==> config.mk <==
export PLATFORM = sky130hd
export DESIGN_NAME = leaf_user_arbiter
export DESIGN_NICKNAME = d
export VERILOG_FILES = /design/src/rtl/leaf_arb_pkg.sv /design/src/rtl/rr_pick.sv /design/src/rtl/leaf_user_arbiter.sv
export SDC_FILE = /design/constraint.sdc
export NUM_CORES = 1
export LEC_CHECK = 0
export CAP_MARGIN = 0
export CORE_ASPECT_RATIO = 1.4
export CORE_MARGIN = 3
export CORE_UTILIZATION = 36
export DETAILED_ROUTE_END_ITERATION = 8
export PLACE_DENSITY = 0.78
export SYNTH_ARGS = -nofsm -noshare
export SYNTH_HDL_FRONTEND = slang
export SYNTH_SLANG_ARGS = --single-unit
==> constraint.sdc <==
create_clock -name clk -period 2.65 [get_ports clk]
set_input_delay 0.53 -clock clk [delete_from_list [all_inputs] [get_ports clk]]
set_output_delay 0.53 -clock clk [all_outputs]
set_load 0.05 [all_outputs]
==> src/rtl/leaf_arb_pkg.sv <==
// leaf_arb_pkg: shared definitions for the leaf user-channel arbiter.
//   PAYLOAD_BITS_DEF : default word width of the leaf_interface user channel
//   state_e          : arbiter FSM encoding (IDLE=0, GRANT=1)
//   clog2()          : ceiling log2, never less than 1 (usable in parameters)
package leaf_arb_pkg;

  localparam int PAYLOAD_BITS_DEF = 32;

  typedef enum logic {
    IDLE  = 1'b0,
    GRANT = 1'b1
  } state_e;

  function automatic int clog2(input int v);
    int r;
    r = 0;
    for (int i = 0; i < 31; i++)
      if ((1 << i) < v) r = i + 1;
    return (r < 1) ? 1 : r;
  endfunction

endpackage

==> src/rtl/rr_pick.sv <==
// rr_pick: combinational round-robin priority picker.
//   req_i    : request vector, one bit per requester
//   rr_ptr_i : search start index (inclusive), always < NUM_REQ
//   any_o    : at least one request is set
//   idx_o    : first set index found searching upward from rr_ptr_i with wrap
module rr_pick
  import leaf_arb_pkg::*;
#(
  parameter int NUM_REQ  = 4,
  parameter int REQ_BITS = clog2(NUM_REQ)
) (
  input  logic [NUM_REQ-1:0]  req_i,
  input  logic [REQ_BITS-1:0] rr_ptr_i,
  output logic                any_o,
  output logic [REQ_BITS-1:0] idx_o
);

  // Walk offsets from farthest to nearest so the nearest hit is written last
  // and wins; avoids a break and keeps the loop a pure priority mux.
  always_comb begin
    int j;
    any_o = 1'b0;
    idx_o = '0;
    for (int k = NUM_REQ - 1; k >= 0; k--) begin
      j = int'(rr_ptr_i) + k;
      if (j >= NUM_REQ) j = j - NUM_REQ;
      if (req_i[j]) begin
        any_o = 1'b1;
        idx_o = REQ_BITS'(j);
      end
    end
  end

endmodule

==> src/rtl/leaf_user_arbiter.sv <==
// leaf_user_arbiter: shares one leaf_interface user input channel among
// NUM_REQ valid/ready word streams, round-robin, bursts of up to BURST_MAX.
//   clk, reset : clock, synchronous active-high reset
//   req_data   : packed requester words, requester i at [i*PAYLOAD_BITS +: PAYLOAD_BITS]
//   req_valid  : per-requester valid
//   req_ready  : per-requester ready, at most one bit set (the granted one)
//   o_data     : registered output word (to i_user_data)
//   o_valid    : registered output valid (to i_user_valid)
//   i_ready    : downstream ready (from o_user_ready)
//   o_src      : requester index of the word in o_data
//   o_busy     : high while a grant is held
module leaf_user_arbiter
  import leaf_arb_pkg::*;
#(
  parameter int NUM_REQ      = 4,
  parameter int REQ_BITS     = clog2(NUM_REQ),
  parameter int PAYLOAD_BITS = PAYLOAD_BITS_DEF,
  parameter int BURST_MAX    = 16
) (
  input  logic                            clk,
  input  logic                            reset,
  input  logic [NUM_REQ*PAYLOAD_BITS-1:0] req_data,
  input  logic [NUM_REQ-1:0]              req_valid,
  output logic [NUM_REQ-1:0]              req_ready,
  output logic [PAYLOAD_BITS-1:0]         o_data,
  output logic                            o_valid,
  input  logic                            i_ready,
  output logic [REQ_BITS-1:0]             o_src,
  output logic                            o_busy
);

  localparam int CW = clog2(BURST_MAX + 1);

  state_e                  state_q, state_d;
  logic [REQ_BITS-1:0]     rr_ptr_q, rr_ptr_d;
  logic [REQ_BITS-1:0]     grant_q, grant_d;
  logic [CW-1:0]           cnt_q, cnt_d;
  logic [PAYLOAD_BITS-1:0] data_q, data_d;
  logic [REQ_BITS-1:0]     src_q, src_d;
  logic                    vld_q, vld_d;

  logic                    pick_any;
  logic [REQ_BITS-1:0]     pick_idx;
  logic                    space, gvalid, xfer, last;
  logic [PAYLOAD_BITS-1:0] gword;
  logic [REQ_BITS-1:0]     next_ptr;

  rr_pick #(
    .NUM_REQ (NUM_REQ),
    .REQ_BITS(REQ_BITS)
  ) u_pick (
    .req_i   (req_valid),
    .rr_ptr_i(rr_ptr_q),
    .any_o   (pick_any),
    .idx_o   (pick_idx)
  );

  // Output register can take a word when empty or being drained this cycle.
  assign space    = !vld_q || i_ready;
  assign gvalid   = req_valid[grant_q];
  assign xfer     = (state_q == GRANT) && gvalid && space;
  assign last     = (cnt_q == CW'(BURST_MAX - 1));
  assign gword    = req_data[int'(grant_q)*PAYLOAD_BITS +: PAYLOAD_BITS];
  assign next_ptr = (int'(grant_q) == NUM_REQ - 1) ? '0 : grant_q + 1'b1;

  always_comb begin
    state_d  = state_q;
    rr_ptr_d = rr_ptr_q;
    grant_d  = grant_q;
    cnt_d    = cnt_q;
    data_d   = data_q;
    src_d    = src_q;
    vld_d    = vld_q;
    // Drain happens in either state; a transfer below overrides it.
    if (vld_q && i_ready) vld_d = 1'b0;
    case (state_q)
      IDLE: begin
        if (pick_any) begin
          grant_d = pick_idx;
          cnt_d   = '0;
          state_d = GRANT;
        end
      end
      GRANT: begin
        if (xfer) begin
          data_d = gword;
          src_d  = grant_q;
          vld_d  = 1'b1;
          cnt_d  = cnt_q + 1'b1;
        end
        // Release on a full burst or as soon as the granted stream goes idle,
        // regardless of backpressure.
        if ((xfer && last) || !gvalid) begin
          state_d  = IDLE;
          rr_ptr_d = next_ptr;
        end
      end
      default: state_d = IDLE;
    endcase
  end

  always_ff @(posedge clk) begin
    if (reset) begin
      state_q  <= IDLE;
      rr_ptr_q <= '0;
      grant_q  <= '0;
      cnt_q    <= '0;
      data_q   <= '0;
      src_q    <= '0;
      vld_q    <= 1'b0;
    end else begin
      state_q  <= state_d;
      rr_ptr_q <= rr_ptr_d;
      grant_q  <= grant_d;
      cnt_q    <= cnt_d;
      data_q   <= data_d;
      src_q    <= src_d;
      vld_q    <= vld_d;
    end
  end

  always_comb begin
    req_ready = '0;
    if (state_q == GRANT) req_ready[grant_q] = space;
  end

  assign o_data  = data_q;
  assign o_valid = vld_q;
  assign o_src   = src_q;
  assign o_busy  = (state_q == GRANT);

endmodule
==> run_results.csv <==
group,metric,value,unit
outcome,status,"finished clean",
logic_synthesis,ys_ff_latch,45,
clocking,cts_buffer_depth,2,
power,p_leak,1.644,nW
clocking,clkLatencyLatePin,300,ps
setup_path,cp.arrival,1630,ps
floorplan,die_y,107.4,µm
final_layout,layout_commonest_cell,"clkdlybuf4s50_1",
final_layout,multiInputGateArea,1592,µm²
final_layout,final_nets,584,
setup_path,cp_data_required_time,2120,ps
logic_synthesis,yosysTopAreaCell,"dfxtp_1",
logic_synthesis,synth_nets,416,
clocking,clockRootBuffer,"clkbuf_8",
floorplan,die_w,78.41,µm
route,vias,2769,
sta,skew,3.234,ps
logic_synthesis,synth_fa_ha_area_share,2.841,%
logic_synthesis,synth_top_family_by_area,"multiplexers",
grt,antenna_found_initial,0,
route,detail-route-antenna-nets,0,
clocking,postCtsSetupRepairBufs,0,
sta,setup_violations,0,
sta,worst_pin_slew,549.4,ps
grt,grt_pass1_vias,2752,
final_layout,filler_cell_count,599,
final_layout,finalNonFillerCells,539,
logic_synthesis,async_flop_share,0,%
sta,relSlewSlack,63.26,%
logic_synthesis,yosysTopAreaCellShare,34.09,%
power,peakVddDrop,243.0,µV
sta,finalHoldViolations,0,
clocking,clk_pin_slew,80,ps
logic_synthesis,ys.flop_type,"dfxtp_1",
power,finalPower,1.931,mW
placement,numPortBuffers,174,
route,drcViolationCount,0,
logic_synthesis,synthSimpleGateAreaFrac,15.25,%
sta,finalSetupTns,0,ps
clocking,cts.hold.buffers_added,0,
setup_path,max_stage_delay,450,ps
clocking,cts_buffers,5,
clocking,cts_tree,"yes",
setup_path,crit_buf_inv,2,
logic_synthesis,synth_xor_area_share,0.6629,%
floorplan,core-area,7027,µm²
route,via_per_inst,5.137,
sta,max_freq,463.9,MHz
clocking,cts-resized-gates,0,
setup_path,critical_path_class,"in2out",
setup_path,crit_chain,"clkdlybuf4s50_1, nand2b_1, and3_1, buf_12",
route,dr.pass1.iters,4,
logic_synthesis,postSynthCellCount,275,
logic_synthesis,synth-edff-count,0,
placement,dp_cells,531,
floorplan,initial_core_util,37.61,%
logic_synthesis,synth_mux_area_share,28.31,%
sta,slew_viol_final,0,
floorplan,row_count,36,
setup_path,crit_path_top_delay_cell,"clkdlybuf4s50_1",
logic_synthesis,synth.distinct_cells,36,
final_layout,diodes,0,
final_layout,syn2layout_area_growth,74.24,%
sta,rsz0062_at_grt,"no",
min_path,min_path_type,"reg2reg",
grt,grt_pass1_wl,13090,µm
setup_path,cp_top_family,"buffers and inverters",
grt,grt_max_degree,25,
sta,period_minus_slack,2156,ps
clocking,clock-sinks,45,
route,routedWlPerCell,15.41,µm
setup_path,cp-start-kind,"input port",
logic_synthesis,syn_area_per_cell,9.609,µm²
grt,grt-ovfl-total,0,
setup_path,r2r_slack,720,ps
logic_synthesis,synthTopCellsByArea,"dfxtp_1, mux4_2, mux2i_1",
setup_path,worstPathMaxFanout,7,
sta,period_share,81.34,%
logic_synthesis,ys_seq_area_share,34.09,%
clocking,htree_levels,2,
final_layout,layout_common_cells,"clkdlybuf4s50_1, nand2_1, dfxtp_1",
placement,hpwl,6797,µm
floorplan,dieArea,8419,µm²
route,drt_iter0_markers,147,
logic_synthesis,synth.cell_area,2643,µm²
grt,grt.total_usage,19.48,%
placement,routabilityCongestion,0.8150,
final_layout,drive_gt1_share,9.910,%
setup_path,end_kind,"output port",
floorplan,ios,175,
logic_synthesis,ys.warnings.count,0,
final_layout,area.sequential,904.6,µm²
power,power_density,419.3,nW/µm²
run,maxCapViolCount,0,
logic_synthesis,synth_compound_area_share,13.16,%
route,wl,8304,µm
## cell families (layout without fill, tap and decap cells)
group           after synthesis  after routing
flops                        45             45
simple gates                 90             90
compound gates               51             51
xor+xnor                      2              2
fa+ha+maj                     6              6
buf+inv                      29            198
mux                          52             52
## power by group
group	internal (mW)	leakage (nW)	total [mW]	switching, mW
sequential	0.719	0.367	0.750	0.0314
clock	0.236	0.0542	0.465	0.229
combinational	0.381	1.22	0.716	0.335
total	1.34	1.64	1.93	0.595
## flip-flops by register name (all words and copies together) (netlist names)
signal	flops
o_busy	1
rr_ptr_q	2
o_src	2
o_valid	1
cnt_q	5
o_data	32
grant_q	2
## per-layer routing
metal  vias to the layer above  track usage (%)  part of all wire [%]
li1                       1342                -                     -
met1                      1288            21.44                    36
met2                       128            35.72                    54
met3                        11            5.611                   8.2
met4                         0            6.000                   1.9
met5                         -                0                     0
## synthesized netlist by cell type (6+ instances only)
library cell  instances
nor2_1                6
clkbuf_1              8
a21oi_1              27
and3_1                7
mux2i_1              32
ha_1                  6
buf_2                 8
o221ai_1             15
dfxtp_1              45
mux4_2               18
nand2_1              57
inv_1                 7
## final timing paths
kind,start,to,cells after the start
min,o_data[9],o_data[9],2
max,i_ready,req_ready[1],4
min reg2reg,o_data[9],o_data[9],2
max reg2reg,grant_q[1],o_data[25],4
## stage by stage
step / utilization [%] / hold slack, ps / instance area [µm²] / setup slack, ps
6_report: 65.53 / 458.1 / 4604 / 494.4
5_1_grt: 65.53 / 488.7 / 4604 / 390.1
2_1_floorplan: - / 447.9 / 2643 / 343.2
4_1_cts: 65.53 / 458.6 / 4604 / 487.3
3_5_place_dp: 64.08 / 447.6 / 4503 / 238.1
3_3_place_gp: 64.08 / 441.3 / 4503 / 310.8
## cell type report
type / instances / area share (%)
Clock buffer: 7 / 2.092
Clock inverter: 1 / 0.1087
Inverter: 7 / 0.5707
Multi-Input combinational cell: 201 / 34.57
Sequential cell: 45 / 19.65
Tap cell: 95 / 2.582
Timing Repair Buffer: 183 / 40.43
## tightest hold or removal path: stages (launching register included)
cell and delay (ps):
dfxtp_1 310, nand2_1 50, a21oi_1 50
No activity file was read; power rests on OpenSTA's default activity.
